$ cat src/rtl/ps2_pkg.sv
// Shared constants and types for the PS/2 keyboard input stage.
package ps2_pkg;

  localparam int unsigned FILT_DEF    = 4;
  localparam int unsigned TIMEOUT_DEF = 100000;
  localparam int unsigned NKEYS       = 8;

  localparam logic [7:0] SC_EXT   = 8'hE0;
  localparam logic [7:0] SC_BRK   = 8'hF0;
  localparam logic [7:0] SC_W     = 8'h1D;
  localparam logic [7:0] SC_S     = 8'h1B;
  localparam logic [7:0] SC_SPACE = 8'h29;
  localparam logic [7:0] SC_UP    = 8'h75;
  localparam logic [7:0] SC_DOWN  = 8'h72;
  localparam logic [7:0] SC_ENTER = 8'h5A;
  localparam logic [7:0] SC_ESC   = 8'h76;
  localparam logic [7:0] SC_P     = 8'h4D;

  localparam int unsigned KEY_W     = 0;
  localparam int unsigned KEY_S     = 1;
  localparam int unsigned KEY_SPACE = 2;
  localparam int unsigned KEY_UP    = 3;
  localparam int unsigned KEY_DOWN  = 4;
  localparam int unsigned KEY_ENTER = 5;
  localparam int unsigned KEY_ESC   = 6;
  localparam int unsigned KEY_P     = 7;

  typedef enum logic [1:0] {
    ST_IDLE,
    ST_DATA,
    ST_PARITY,
    ST_STOP
  } rx_state_t;

  typedef struct packed {
    logic       hit;
    logic [2:0] idx;
  } key_match_t;

  // Map an (extended, code) pair onto a game key index.
  function automatic key_match_t key_lookup(input logic ext, input logic [7:0] code);
    key_match_t m;
    m.hit = 1'b1;
    m.idx = 3'd0;
    case ({ext, code})
      {1'b0, SC_W}:     m.idx = 3'(KEY_W);
      {1'b0, SC_S}:     m.idx = 3'(KEY_S);
      {1'b0, SC_SPACE}: m.idx = 3'(KEY_SPACE);
      {1'b1, SC_UP}:    m.idx = 3'(KEY_UP);
      {1'b1, SC_DOWN}:  m.idx = 3'(KEY_DOWN);
      {1'b0, SC_ENTER}: m.idx = 3'(KEY_ENTER);
      {1'b0, SC_ESC}:   m.idx = 3'(KEY_ESC);
      {1'b0, SC_P}:     m.idx = 3'(KEY_P);
      default:          m.hit = 1'b0;
    endcase
    return m;
  endfunction

endpackage

$ cat src/rtl/ps2_frame_rx.sv
// PS/2 frame receiver: synchroniser, kclk glitch filter, frame FSM and watchdog.
module ps2_frame_rx
  import ps2_pkg::*;
#(
  parameter int unsigned FILT    = FILT_DEF,
  parameter int unsigned TIMEOUT = TIMEOUT_DEF
) (
  input  logic       clk,
  input  logic       rst,
  input  logic       kclk,
  input  logic       kdata,
  output logic [7:0] rx_byte,
  output logic       rx_valid,
  output logic       frame_err
);

  localparam int unsigned FW = $clog2(FILT + 1);
  localparam int unsigned WW = $clog2(TIMEOUT + 1);

  logic          kclk_s1, kclk_s2, kdat_s1, kdat_s2;
  logic          kclk_f;
  logic [FW-1:0] fcnt;
  logic          strobe_c;
  rx_state_t     state;
  logic [2:0]    bitcnt;
  logic [7:0]    shreg;
  logic          par;
  logic [WW-1:0] wd;

  // Two-flop synchronisers; idle-high so reset creates no false edge.
  always_ff @(posedge clk or posedge rst) begin
    if (rst) begin
      kclk_s1 <= 1'b1;
      kclk_s2 <= 1'b1;
      kdat_s1 <= 1'b1;
      kdat_s2 <= 1'b1;
    end else begin
      kclk_s1 <= kclk;
      kclk_s2 <= kclk_s1;
      kdat_s1 <= kdata;
      kdat_s2 <= kdat_s1;
    end
  end

  // Accept a new kclk level only after it has held for FILT cycles.
  always_ff @(posedge clk or posedge rst) begin
    if (rst) begin
      kclk_f <= 1'b1;
      fcnt   <= '0;
    end else if (kclk_s2 == kclk_f) begin
      fcnt <= '0;
    end else if (fcnt == FW'(FILT - 1)) begin
      kclk_f <= kclk_s2;
      fcnt   <= '0;
    end else begin
      fcnt <= fcnt + FW'(1);
    end
  end

  // Sample strobe: filtered kclk is about to fall.
  assign strobe_c = kclk_f & ~kclk_s2 & (fcnt == FW'(FILT - 1));

  // Frame FSM with watchdog; a strobe always takes priority over a timeout.
  always_ff @(posedge clk or posedge rst) begin
    if (rst) begin
      state     <= ST_IDLE;
      bitcnt    <= '0;
      shreg     <= '0;
      par       <= 1'b0;
      wd        <= '0;
      rx_byte   <= '0;
      rx_valid  <= 1'b0;
      frame_err <= 1'b0;
    end else begin
      rx_valid  <= 1'b0;
      frame_err <= 1'b0;
      if (strobe_c) begin
        wd <= '0;
        case (state)
          ST_IDLE: begin
            if (!kdat_s2) begin
              state  <= ST_DATA;
              bitcnt <= '0;
            end
          end
          ST_DATA: begin
            shreg <= {kdat_s2, shreg[7:1]};
            if (bitcnt == 3'd7) state <= ST_PARITY;
            else                bitcnt <= bitcnt + 3'd1;
          end
          ST_PARITY: begin
            par   <= kdat_s2;
            state <= ST_STOP;
          end
          ST_STOP: begin
            if (kdat_s2 && (^{shreg, par})) begin
              rx_byte  <= shreg;
              rx_valid <= 1'b1;
            end else begin
              frame_err <= 1'b1;
            end
            state <= ST_IDLE;
          end
          default: state <= ST_IDLE;
        endcase
      end else if (state != ST_IDLE) begin
        if (wd == WW'(TIMEOUT - 1)) begin
          frame_err <= 1'b1;
          state     <= ST_IDLE;
          wd        <= '0;
        end else begin
          wd <= wd + WW'(1);
        end
      end
    end
  end

endmodule

$ cat src/rtl/ps2_key_decoder.sv
// PS/2 key decoder: turns received scan codes into held-key levels and press pulses.
module ps2_key_decoder
  import ps2_pkg::*;
#(
  parameter int unsigned FILT    = FILT_DEF,
  parameter int unsigned TIMEOUT = TIMEOUT_DEF
) (
  input  logic       clk,
  input  logic       rst,
  input  logic       kclk,
  input  logic       kData,
  output logic [7:0] pressed,
  output logic [7:0] press_evt,
  output logic [7:0] rx_byte,
  output logic       rx_valid,
  output logic       frame_err
);

  logic       ext, brk;
  key_match_t match_c;

  ps2_frame_rx #(
    .FILT    (FILT),
    .TIMEOUT (TIMEOUT)
  ) u_rx (
    .clk       (clk),
    .rst       (rst),
    .kclk      (kclk),
    .kdata     (kData),
    .rx_byte   (rx_byte),
    .rx_valid  (rx_valid),
    .frame_err (frame_err)
  );

  assign match_c = key_lookup(ext, rx_byte);

  // Prefix tracking and key state; a press pulse fires only on a released->held change.
  always_ff @(posedge clk or posedge rst) begin
    if (rst) begin
      ext       <= 1'b0;
      brk       <= 1'b0;
      pressed   <= '0;
      press_evt <= '0;
    end else begin
      press_evt <= '0;
      if (frame_err) begin
        ext <= 1'b0;
        brk <= 1'b0;
      end else if (rx_valid) begin
        if (rx_byte == SC_EXT) begin
          ext <= 1'b1;
        end else if (rx_byte == SC_BRK) begin
          brk <= 1'b1;
        end else begin
          if (match_c.hit) begin
            if (brk) begin
              pressed[match_c.idx] <= 1'b0;
            end else begin
              pressed[match_c.idx]   <= 1'b1;
              press_evt[match_c.idx] <= ~pressed[match_c.idx];
            end
          end
          ext <= 1'b0;
          brk <= 1'b0;
        end
      end
    end
  end

endmodule

$ cat config.mk
export PLATFORM = sky130hd
export DESIGN_NAME = ps2_key_decoder
export DESIGN_NICKNAME = d
export VERILOG_FILES = /design/src/rtl/ps2_pkg.sv /design/src/rtl/ps2_frame_rx.sv /design/src/rtl/ps2_key_decoder.sv
export SDC_FILE = /design/constraint.sdc
export NUM_CORES = 1
export LEC_CHECK = 0
export BUFFER_PORTS_ARGS = -buffer_cell sky130_fd_sc_hd__buf_2
export CORE_UTILIZATION = 35
export CTS_BUF_LIST = sky130_fd_sc_hd__clkbuf_16
export CTS_CLUSTER_SIZE = 24
export DETAILED_ROUTE_END_ITERATION = 8
export GPL_TIMING_DRIVEN = 0
export PLACE_DENSITY = 0.61
export SLEW_MARGIN = 15
export SYNTH_ARGS = -nofsm -noshare
export SYNTH_HDL_FRONTEND = slang
export SYNTH_SLANG_ARGS = --single-unit
$ cat constraint.sdc
create_clock -name clk -period 4.1 [get_ports clk]
set_clock_uncertainty 0.2 [all_clocks]
set_input_delay 0.41 -clock clk [delete_from_list [all_inputs] [get_ports clk]]
set_output_delay 0.41 -clock clk [all_outputs]
set_load 0.01 [all_outputs]
==> results of run 1 <==
[worst max-delay path by stage]
stage / startpoint / slack (ns) / endpoint
global route: u_rx.kclk_f / 1.34 / u_rx.rx_byte[4]
finish: u_rx.kclk_f / 1.56 / u_rx.rx_byte[1]
global placement: rst / 0.97 / u_rx.wd[7]
detailed placement: u_rx.kclk_f / 1.55 / u_rx.rx_byte[4]
floorplan: rst / 1.82 / asynchronous set/reset pin
CTS: u_rx.kclk_f / 1.55 / u_rx.rx_byte[1]
[critical path, delay by kind of cell, from the launching register on]
kind / cells / cell delay, ns
fa+ha+maj: 1 / 0.15
flops: 1 / 0.53
mux: 1 / 0.40
simple gates: 3 / 0.78
buf+inv: 1 / 0.37
[synthesized netlist by cell type (6+ instances only)]
master	count	area (um^2)
xnor2_1	8	70.1
o21ai_0	6	30.0
a21oi_1	8	40.0
nand4_1	6	37.5
mux2_2	16	180
nor3b_1	6	45.0
inv_1	14	52.6
nand3_1	7	35.0
ha_1	9	113
and3_1	6	37.5
dfrtp_1	62	1550
nor4_1	8	50.1
nand3b_1	6	45.0
nor2_1	23	86.3
xor2_1	15	131
clkbuf_1	6	22.5
nor3_1	6	30.0
nand2_1	17	63.8
[layer usage]
layer,global-route usage,vias up,part of all wire
met3,0.0432,10,0.033
met5,0,-,0
met4,0.0566,0,0.018
li1,-,1101,-
met1,0.177,1085,0.48
met2,0.224,39,0.47
[per-stage QoR]
stage / setup slack (ns) / total power, W / hold WS [ns]
finish: 1.56 / 0.00153 / 0.154
global route: 1.34 / 0.00161 / 0.161
CTS: 1.55 / 0.00156 / 0.156
detailed placement: 1.55 / 0.000872 / 0.148
global placement: 0.967 / 0.000864 / 0.146
floorplan: 1.82 / 0.000836 / 0.145
[cell families (layout without fill, tap and decap cells)]
group,Yosys count,after routing
AO/OA/AOI/OAI,37,37
XOR/XNOR,24,24
adder cells (fa/ha/maj),9,9
buffers and inverters,23,72
flip-flops,67,67
multiplexers,20,20
AND/OR/NAND/NOR,102,102
[final cells by class]
type / count / area, um^2 / share of cell area
buffer: 9 / 43.8 / 0.0116
timing repair buffer: 33 / 203 / 0.0535
multi-input combinational: 192 / 1410 / 0.372
clock buffer: 9 / 225 / 0.0594
clock inverter: 7 / 36.3 / 0.00957
sequential: 67 / 1680 / 0.444
tap: 108 / 135 / 0.0356
inverter: 14 / 55.1 / 0.0145
[power by group]
group          leakage (nW)  switching (W)  total (W)  internal (W)
Sequential            0.912      0.0000254   0.000726      0.000700
Combinational         0.768      0.0000802   0.000135     0.0000545
Clock                 0.129       0.000271   0.000671      0.000400
==> flow_summary.json, run 1 <==
{
  "syn-num-nets": 295,
  "p_per_area_nw_per_um2": 404,
  "start_util": 0.364,
  "holdBufCountCts": 3,
  "critPathSlowestCell": "dfstp_2",
  "whs_path_depth": 0,
  "die_w_um": 97.5,
  "avgViaCountPerCell": 5.09,
  "synth_simple_gate_area_frac": 0.186,
  "synth_cell_types": 50,
  "root_buffer": "clkbuf_16",
  "dp.cells": 420,
  "final-setup-viol-count": 0,
  "worstSkewPairLatency_ns": 0.33,
  "max_freq_ghz": 0.393,
  "first_pass_iters": 4,
  "rsz0062_at_grt": "no",
  "grtUsageTotal": 0.140,
  "drt-initial-drc-count": 63,
  "tns_ns": 0,
  "async_reset_ff_frac": 1.00,
  "synth_top_family_by_area": "simple AND/OR/NAND/NOR gates",
  "nNetsFinal": 339,
  "ys.flop_type": "dfrtp_1",
  "htree_levels": 3,
  "ir_drop_v": 0.000201,
  "hold_class": "reg -> reg",
  "cp_cell_sequence": "ha_1, and3b_1, clkbuf_1, nand2_1, nor3_4, mux2_2",
  "status": "completed",
  "grt.overflow.total": 0,
  "drv_cap": 0,
  "r2r-start": "u_rx.kclk_f",
  "finalInstanceArea_um2": 3790,
  "routed_wl_mm": 6.01,
  "nFillCells": 830,
  "chipHeight_um": 97.5,
  "final_hold_viol_count": 0,
  "ant_nets": 0,
  "synth_edf_count": 0,
  "slew_headroom": 0.584,
  "netlist_instances": 282,
  "r2r_setup_slack_ns": 1.56,
  "r2r-end": "u_rx.rx_byte[1]",
  "required_ns": 4.11,
  "clk_pin_slew_worst_paths_ns": 0.05,
  "wl_per_cell_um": 13.7,
  "path_max_fanout": 10,
  "min_to": "u_rx.kclk_s2",
  "cts.sinks": 67,
  "clock_path_buffers": 2,
  "synth_xor_area_frac": 0.0702,
  "io_pins": 30,
  "vias": 2235,
  "final_layout_size_suffix_gt1_frac": 0.224,
  "antenna_found_initial": 0,
  "routabilityCongestion": 0.771,
  "muxShareOfSynthArea": 0.0706,
  "fin_crit_ns": 2.54,
  "post_cts_resized": 0,
  "post-dp-hpwl_mm": 4.14,
  "power_leakage_nw": 1.81,
  "cp-start-kind": "flop",
  "final_common_cell": "dfrtp_1",
  "hp-start": "u_rx.kclk_s1",
  "final-max-slew-violation-count": 0,
  "stdcell_count": 439,
  "r2r_cells": 6,
  "crit_type": "reg -> reg",
  "endpoint_kind": "flop",
  "avgSynthCellArea_um2": 11.3,
  "synth-compound-area-share": 0.0796,
  "layout_common_cells": "dfrtp_1, buf_2, nor2_1",
  "rows": 34,
  "io_buffer_count": 29,
  "dieArea_um2": 9500,
  "drc": 0,
  "synthAdderAreaFrac": 0.0353,
  "ys_seq_area_frac": 0.528,
  "grt_pass1_wl_mm": 10.6,
  "grt_start_max_net_pins": 48,
  "finalCritPeriodShare": 0.620,
  "core_um2": 8760,
  "area_delta_synth_final_pct": 18.9,
  "final_util": 0.433,
  "diodes": 0,
  "worstPathArrival_ns": 2.55,
  "worst_pin_slew_ns": 0.623,
  "postCtsSetupBuffers": 0,
  "placed_area_um2": 3500,
  "cts_tree": "done",
  "cts_buffers": 9,
  "max_stage_delay_ns": 0.53,
  "first_global_vias": 2299,
  "yosysWarnings": 0,
  "ys_ff_latch": 67,
  "synth_area_um2": 3190
}
(Power assumes the default switching activity.)
==> run 2, diff against run 1 <==
==> constraint.sdc (replaced) <==
create_clock -name clk -period 2.45 [get_ports clk]
set_clock_uncertainty 0.2 [all_clocks]
set_input_delay 0.245 -clock clk [delete_from_list [all_inputs] [get_ports clk]]
set_output_delay 0.245 -clock clk [all_outputs]
set_load 0.01 [all_outputs]
==> flow_summary.json, run 2 (synthesis gave the netlist of run 1 again) <==
{
  "diodes": 0,
  "final_layout_size_suffix_gt1_frac": 0.227,
  "critical_path.top_delay_family": "simple AND/OR/NAND/NOR gates",
  "htree_levels": 3,
  "clk_pin_slew_worst_paths_ns": 0.05,
  "worstPathArrival_ns": 2.31,
  "hold_class": "reg -> reg",
  "finalCritPeriodShare": 0.939,
  "status": "completed",
  "nNetsFinal": 339,
  "grt_pass1_wl_mm": 10.7,
  "worstSkewPairLatency_ns": 0.33,
  "ant_nets": 0,
  "critical_path_buf_inv_count": 1,
  "p_per_area_nw_per_um2": 673,
  "core_um2": 8760,
  "placed_area_um2": 3500,
  "p_switching_w": 0.000637,
  "internal-power_w": 0.00193,
  "start_util": 0.364,
  "tns_ns": 0,
  "cp_cell_sequence": "ha_1, and3b_1, nand2_1, nor3_4, buf_12, mux2_2",
  "final_hold_viol_count": 0,
  "rsz0062_at_grt": "no",
  "path_max_fanout": 10,
  "grt_start_max_net_pins": 48,
  "cp-start-kind": "flop",
  "post-dp-hpwl_mm": 4.14,
  "antenna_found_initial": 0,
  "finalPower_w": 0.00257,
  "fin_crit_ns": 2.30,
  "finalInstanceArea_um2": 3810,
  "clock_path_buffers": 2,
  "chipHeight_um": 97.5,
  "swShare": 0.248,
  "pwr-share-seq": 0.473,
  "cts.sinks": 67,
  "slew_headroom": 0.572,
  "routed_wl_mm": 6.07,
  "dieArea_um2": 9500,
  "area_delta_synth_final_pct": 19.6,
  "routabilityCongestion": 0.771,
  "io_pins": 30,
  "final-setup-viol-count": 0,
  "first_pass_iters": 4,
  "grtUsageTotal": 0.141,
  "drv_cap": 0,
  "vias": 2249,
  "max_freq_ghz": 0.435,
  "root_buffer": "clkbuf_16",
  "layout_common_cells": "dfrtp_1, buf_2, nor2_1",
  "cts_tree": "done",
  "final_util": 0.435,
  "cts_buffers": 9,
  "rows": 34,
  "ir_drop_v": 0.000348,
  "crit_type": "reg -> reg",
  "final-max-slew-violation-count": 0,
  "grt.overflow.total": 0,
  "die_w_um": 97.5,
  "power_frac_comb": 0.089,
  "avgViaCountPerCell": 5.12,
  "worst_pin_slew_ns": 0.640,
  "final_common_cell": "dfrtp_1",
  "wl_per_cell_um": 13.8,
  "drt-initial-drc-count": 69,
  "endpoint_kind": "flop",
  "critPathSlowestCell": "dfstp_2",
  "drc": 0,
  "clkPwrFrac": 0.439,
  "power_leakage_nw": 1.82,
  "first_global_vias": 2320,
  "max_stage_delay_ns": 0.53,
  "required_ns": 2.46,
  "io_buffer_count": 29
}
[run 2: cell types whose count changed in the layout (fill, tap and decap cells not counted), sizes merged]
cell and delta:
buf +1, clkbuf -1
[run 2: path summary, 6_finish.rpt]
check                      depth (start not counted)         start  slack, ns         endpoint
max in group asynchronous                          4           rst       1.26     u_rx.kdat_s2
max                                                6   u_rx.kclk_f       0.15  u_rx.rx_byte[1]
min in group asynchronous                          3           rst       0.22     press_evt[0]
min                                                0  u_rx.kclk_s1       0.15     u_rx.kclk_s2
max reg2reg                                        6   u_rx.kclk_f       0.15  u_rx.rx_byte[1]
min reg2reg                                        0  u_rx.kclk_s1       0.15     u_rx.kclk_s2
[run 2: power groups by stage]
stage          clock, W  combinational (W)  sequential [W]
6_report        0.00113           0.000228         0.00121
3_3_place_gp          0           0.000217         0.00123
4_1_cts         0.00116           0.000231         0.00121
2_1_floorplan         0           0.000176         0.00122
5_1_grt         0.00120           0.000270         0.00122
3_5_place_dp          0           0.000225         0.00123
[run 2: routing by layer]
metal / routed length (um) / global-route usage / up-vias
met1: 2890 / 0.176 / 1095
met5: 0 / 0 / -
met3: 215 / 0.0432 / 10
met2: 2850 / 0.229 / 44
met4: 106 / 0.0566 / 0
li1: - / - / 1100
[run 2: through the flow]
step / std cells / hold slack (ns) / setup slack [ns]
after floorplan: 282 / 0.0495 / 0.230
after global placement: 419 / 0.146 / -0.518
after detailed placement: 420 / 0.0229 / -0.103
after CTS: 440 / 0.156 / 0.0476
after global routing: 439 / 0.161 / 0.000231
final: 439 / 0.154 / 0.149
[run 2: layout make-up]
type / count / area [um^2]
fillers: 829 / 4950
flip-flops and latches: 67 / 1680
multi-input cells: 192 / 1420
clock buffers: 9 / 225
repair buffers: 34 / 223
well taps: 108 / 135
inverters: 14 / 55.1
plain buffers: 8 / 40.0
clock inverters: 7 / 36.3
[run 2: timing repair]
action	in CTS	in global routing
setup buffers	1	0
gates cloned	0	0
resized for setup	0	1
hold buffers	3	0
endpoints found under the hold margin	35	0
pin swaps	1	0
setup endpoints to repair	8	18
==> run 3, diff against run 2 <==
--- a/config.mk
+++ b/config.mk
@@ -6,13 +6,14 @@
 export NUM_CORES = 1
 export LEC_CHECK = 0
 export BUFFER_PORTS_ARGS = -buffer_cell sky130_fd_sc_hd__buf_2
-export CORE_UTILIZATION = 35
+export CORE_UTILIZATION = 59
 export CTS_BUF_LIST = sky130_fd_sc_hd__clkbuf_16
 export CTS_CLUSTER_SIZE = 24
 export DETAILED_ROUTE_END_ITERATION = 8
 export GPL_TIMING_DRIVEN = 0
-export PLACE_DENSITY = 0.61
+export PLACE_DENSITY = 0.88
 export SLEW_MARGIN = 15
 export SYNTH_ARGS = -nofsm -noshare
 export SYNTH_HDL_FRONTEND = slang
+export SYNTH_HIERARCHICAL = 1
 export SYNTH_SLANG_ARGS = --single-unit
==> flow_summary.json, run 3 <==
{
  "first_pass_iters": 4,
  "rsz0062_at_grt": "yes",
  "multi_input_area_um2": 1560,
  "nNetsFinal": 365,
  "ant_nets": 0,
  "post-dp-hpwl_mm": 4.60,
  "clock_path_buffers": 2,
  "ys_ff_latch": 67,
  "io_buffer_count": 29,
  "nFillCells": 376,
  "seq_area_um2": 1690,
  "final-max-slew-violation-count": 0,
  "synth_cell_types": 60,
  "path_max_fanout": 8,
  "grt.overflow.total": 0,
  "synth_top_area_frac": 0.463,
  "power_leakage_nw": 1.86,
  "routabilityCongestion": 0.784,
  "place_ws_ns": -0.0555,
  "fin_crit_ns": 2.39,
  "first_global_vias": 2602,
  "max_freq_ghz": 0.418,
  "crit_type": "reg -> reg",
  "yosysWarnings": 6,
  "final_layout_size_suffix_gt1_frac": 0.272,
  "core_um2": 5510,
  "ys_seq_area_frac": 0.502,
  "die_w_um": 77.4,
  "placed_area_um2": 3610,
  "p_switching_w": 0.000676,
  "pwr-share-seq": 0.447,
  "r2r_cells": 5,
  "antenna_found_initial": 0,
  "hold_class": "reg -> reg",
  "worstSkewPairLatency_ns": 0.33,
  "worst_pin_slew_ns": 0.660,
  "ir_drop_v": 0.000505,
  "cts_buffers": 9,
  "synth.top_cells.by_area": "dfrtp_1, mux2_2, dfstp_2",
  "vias": 2565,
  "status": "completed",
  "fin_ws_ns": 0.0584,
  "wl_per_cell_um": 16.5,
  "diodes": 0,
  "clkPwrFrac": 0.461,
  "internal-power_w": 0.00206,
  "slew_headroom": 0.559,
  "stdcell_count": 429,
  "area_delta_synth_final_pct": 19.9,
  "grt_pass1_wl_mm": 12.0,
  "cp-start-kind": "flop",
  "worstPathArrival_ns": 2.40,
  "final_common_cell": "dfrtp_1",
  "synthTopCellsByCount": "dfrtp_1, nand2_1, inv_1, a21oi_1, mux2_2",
  "final-setup-viol-count": 0,
  "final_hold_viol_count": 0,
  "drv_cap": 0,
  "synth_edf_count": 0,
  "finalPower_w": 0.00274,
  "chipHeight_um": 77.4,
  "r2r_setup_slack_ns": 0.06,
  "syn-num-nets": 312,
  "routed_wl_mm": 7.07,
  "layout_common_cells": "dfrtp_1, buf_2, nand2_1",
  "root_buffer": "clkbuf_16",
  "dieArea_um2": 5990,
  "dp.cells": 401,
  "netlist_instances": 299,
  "synth_area_um2": 3350,
  "whs_path_depth": 0,
  "start_util": 0.609,
  "cts.sinks": 67,
  "rows": 27,
  "required_ns": 2.46,
  "async_reset_ff_frac": 1.00,
  "power_frac_comb": 0.092,
  "p_per_area_nw_per_um2": 682,
  "swShare": 0.247,
  "grt_start_max_net_pins": 32,
  "r2r-end": "u_rx/rx_byte[7]",
  "cts_tree": "done",
  "finalInstanceArea_um2": 4020,
  "endpoint_kind": "flop",
  "drt-initial-drc-count": 184,
  "io_pins": 30,
  "avgViaCountPerCell": 5.98,
  "min_to": "u_rx/kclk_s2",
  "hp-start": "u_rx/kclk_s1",
  "avgSynthCellArea_um2": 11.2,
  "clk_pin_slew_worst_paths_ns": 0.06,
  "ys.flop_type": "dfrtp_1",
  "finalCritPeriodShare": 0.976,
  "htree_levels": 3,
  "drc": 0,
  "r2r-start": "u_rx/kclk_f",
  "yosysMostFrequentCell": "dfrtp_1",
  "synth_top_area_cell": "dfrtp_1",
  "grtUsageTotal": 0.259
}
-- run 3: cell count changes after synthesis, sizes merged, moves of 4 or more --
cell	before	now
a21oi	8	16
and3	6	1
inv	14	20
mux2i	3	8
nand2	17	21
nor2	23	11
nor2b	1	6
o21ai	7	12
or3	0	7
or4	0	4
xor2	15	3
-- run 3: metal layers --
layer	wire length, um	GRT usage
met5	0	0
met1	3000	0.306
met4	221	0.155
met3	247	0.0482
met2	3600	0.438
-- run 3: how the worst max path moves through the flow --
stage	slack [ns]	depth (start not counted)	endpoint	from
after detailed placement	-0.06	5	u_rx/wd[15]	u_rx/kclk_f
after floorplan	0.19	5	u_rx/wd[15]	u_rx/kclk_f
after CTS	0.01	5	u_rx/rx_byte[7]	u_rx/kclk_f
after global placement	-0.01	5	u_rx/wd[15]	u_rx/kclk_f
after global routing	-0.02	6	u_rx/wd[11]	u_rx/kclk_f
final	0.06	5	u_rx/rx_byte[7]	u_rx/kclk_f
-- run 3: logic make-up after synthesis --
group / Yosys count / share of synthesized area
adders and majority gates: 9 / 0.0336
buffers and inverters: 29 / 0.0332
and+or+nand+nor: 102 / 0.191
xor gates and xnor gates: 13 / 0.0433
DFF: 67 / 0.502
muxes: 25 / 0.0821
AOI/OAI and AO/OA: 54 / 0.115
-- run 3: per-stage QoR --
stage	setup TNS [ns]	hold WS, ns	utilization
global placement	-0.0142	0.147	0.652
finish	0	0.156	0.730
CTS	0	0.158	0.718
global route	-0.138	0.158	0.730
detailed placement	-0.0555	0.0817	0.655
floorplan	0	-0.0164	-
-- run 3: what timing repair did --
action                     4_1_cts  5_1_grt
hold endpoints to repair        37        0
setup endpoints to repair        1       24
hold buffers                     3        0
resized for setup                0       12
pin swaps                        1        5
cloned                           0        0
buffers inserted                 3        6
-- run 3: layout make-up --
cell class / count / share of cell area
multi-input cells: 203 / 0.389
clock buffers: 9 / 0.0560
inverters: 20 / 0.0187
flip-flops and latches: 67 / 0.419
clock inverters: 7 / 0.0171
plain buffers: 9 / 0.0118
repair buffers: 42 / 0.0654
well taps: 72 / 0.0224
-- run 3: worst max-delay path, stage by stage (launching register included) --
cell and delay [ns]:
dfstp_2 0.52, ha_1 0.15, nand3b_1 0.24, or4_1 0.54, mux2_4 0.33, mux2_2 0.29
-- run 3: power groups by stage --
stage          registers, W  logic (W)  clock network [W]
5_1_grt             0.00123   0.000286            0.00132
4_1_cts             0.00122   0.000250            0.00128
2_1_floorplan       0.00123   0.000190                  0
3_3_place_gp        0.00124   0.000225                  0
3_5_place_dp        0.00124   0.000243                  0
6_report            0.00122   0.000252            0.00126
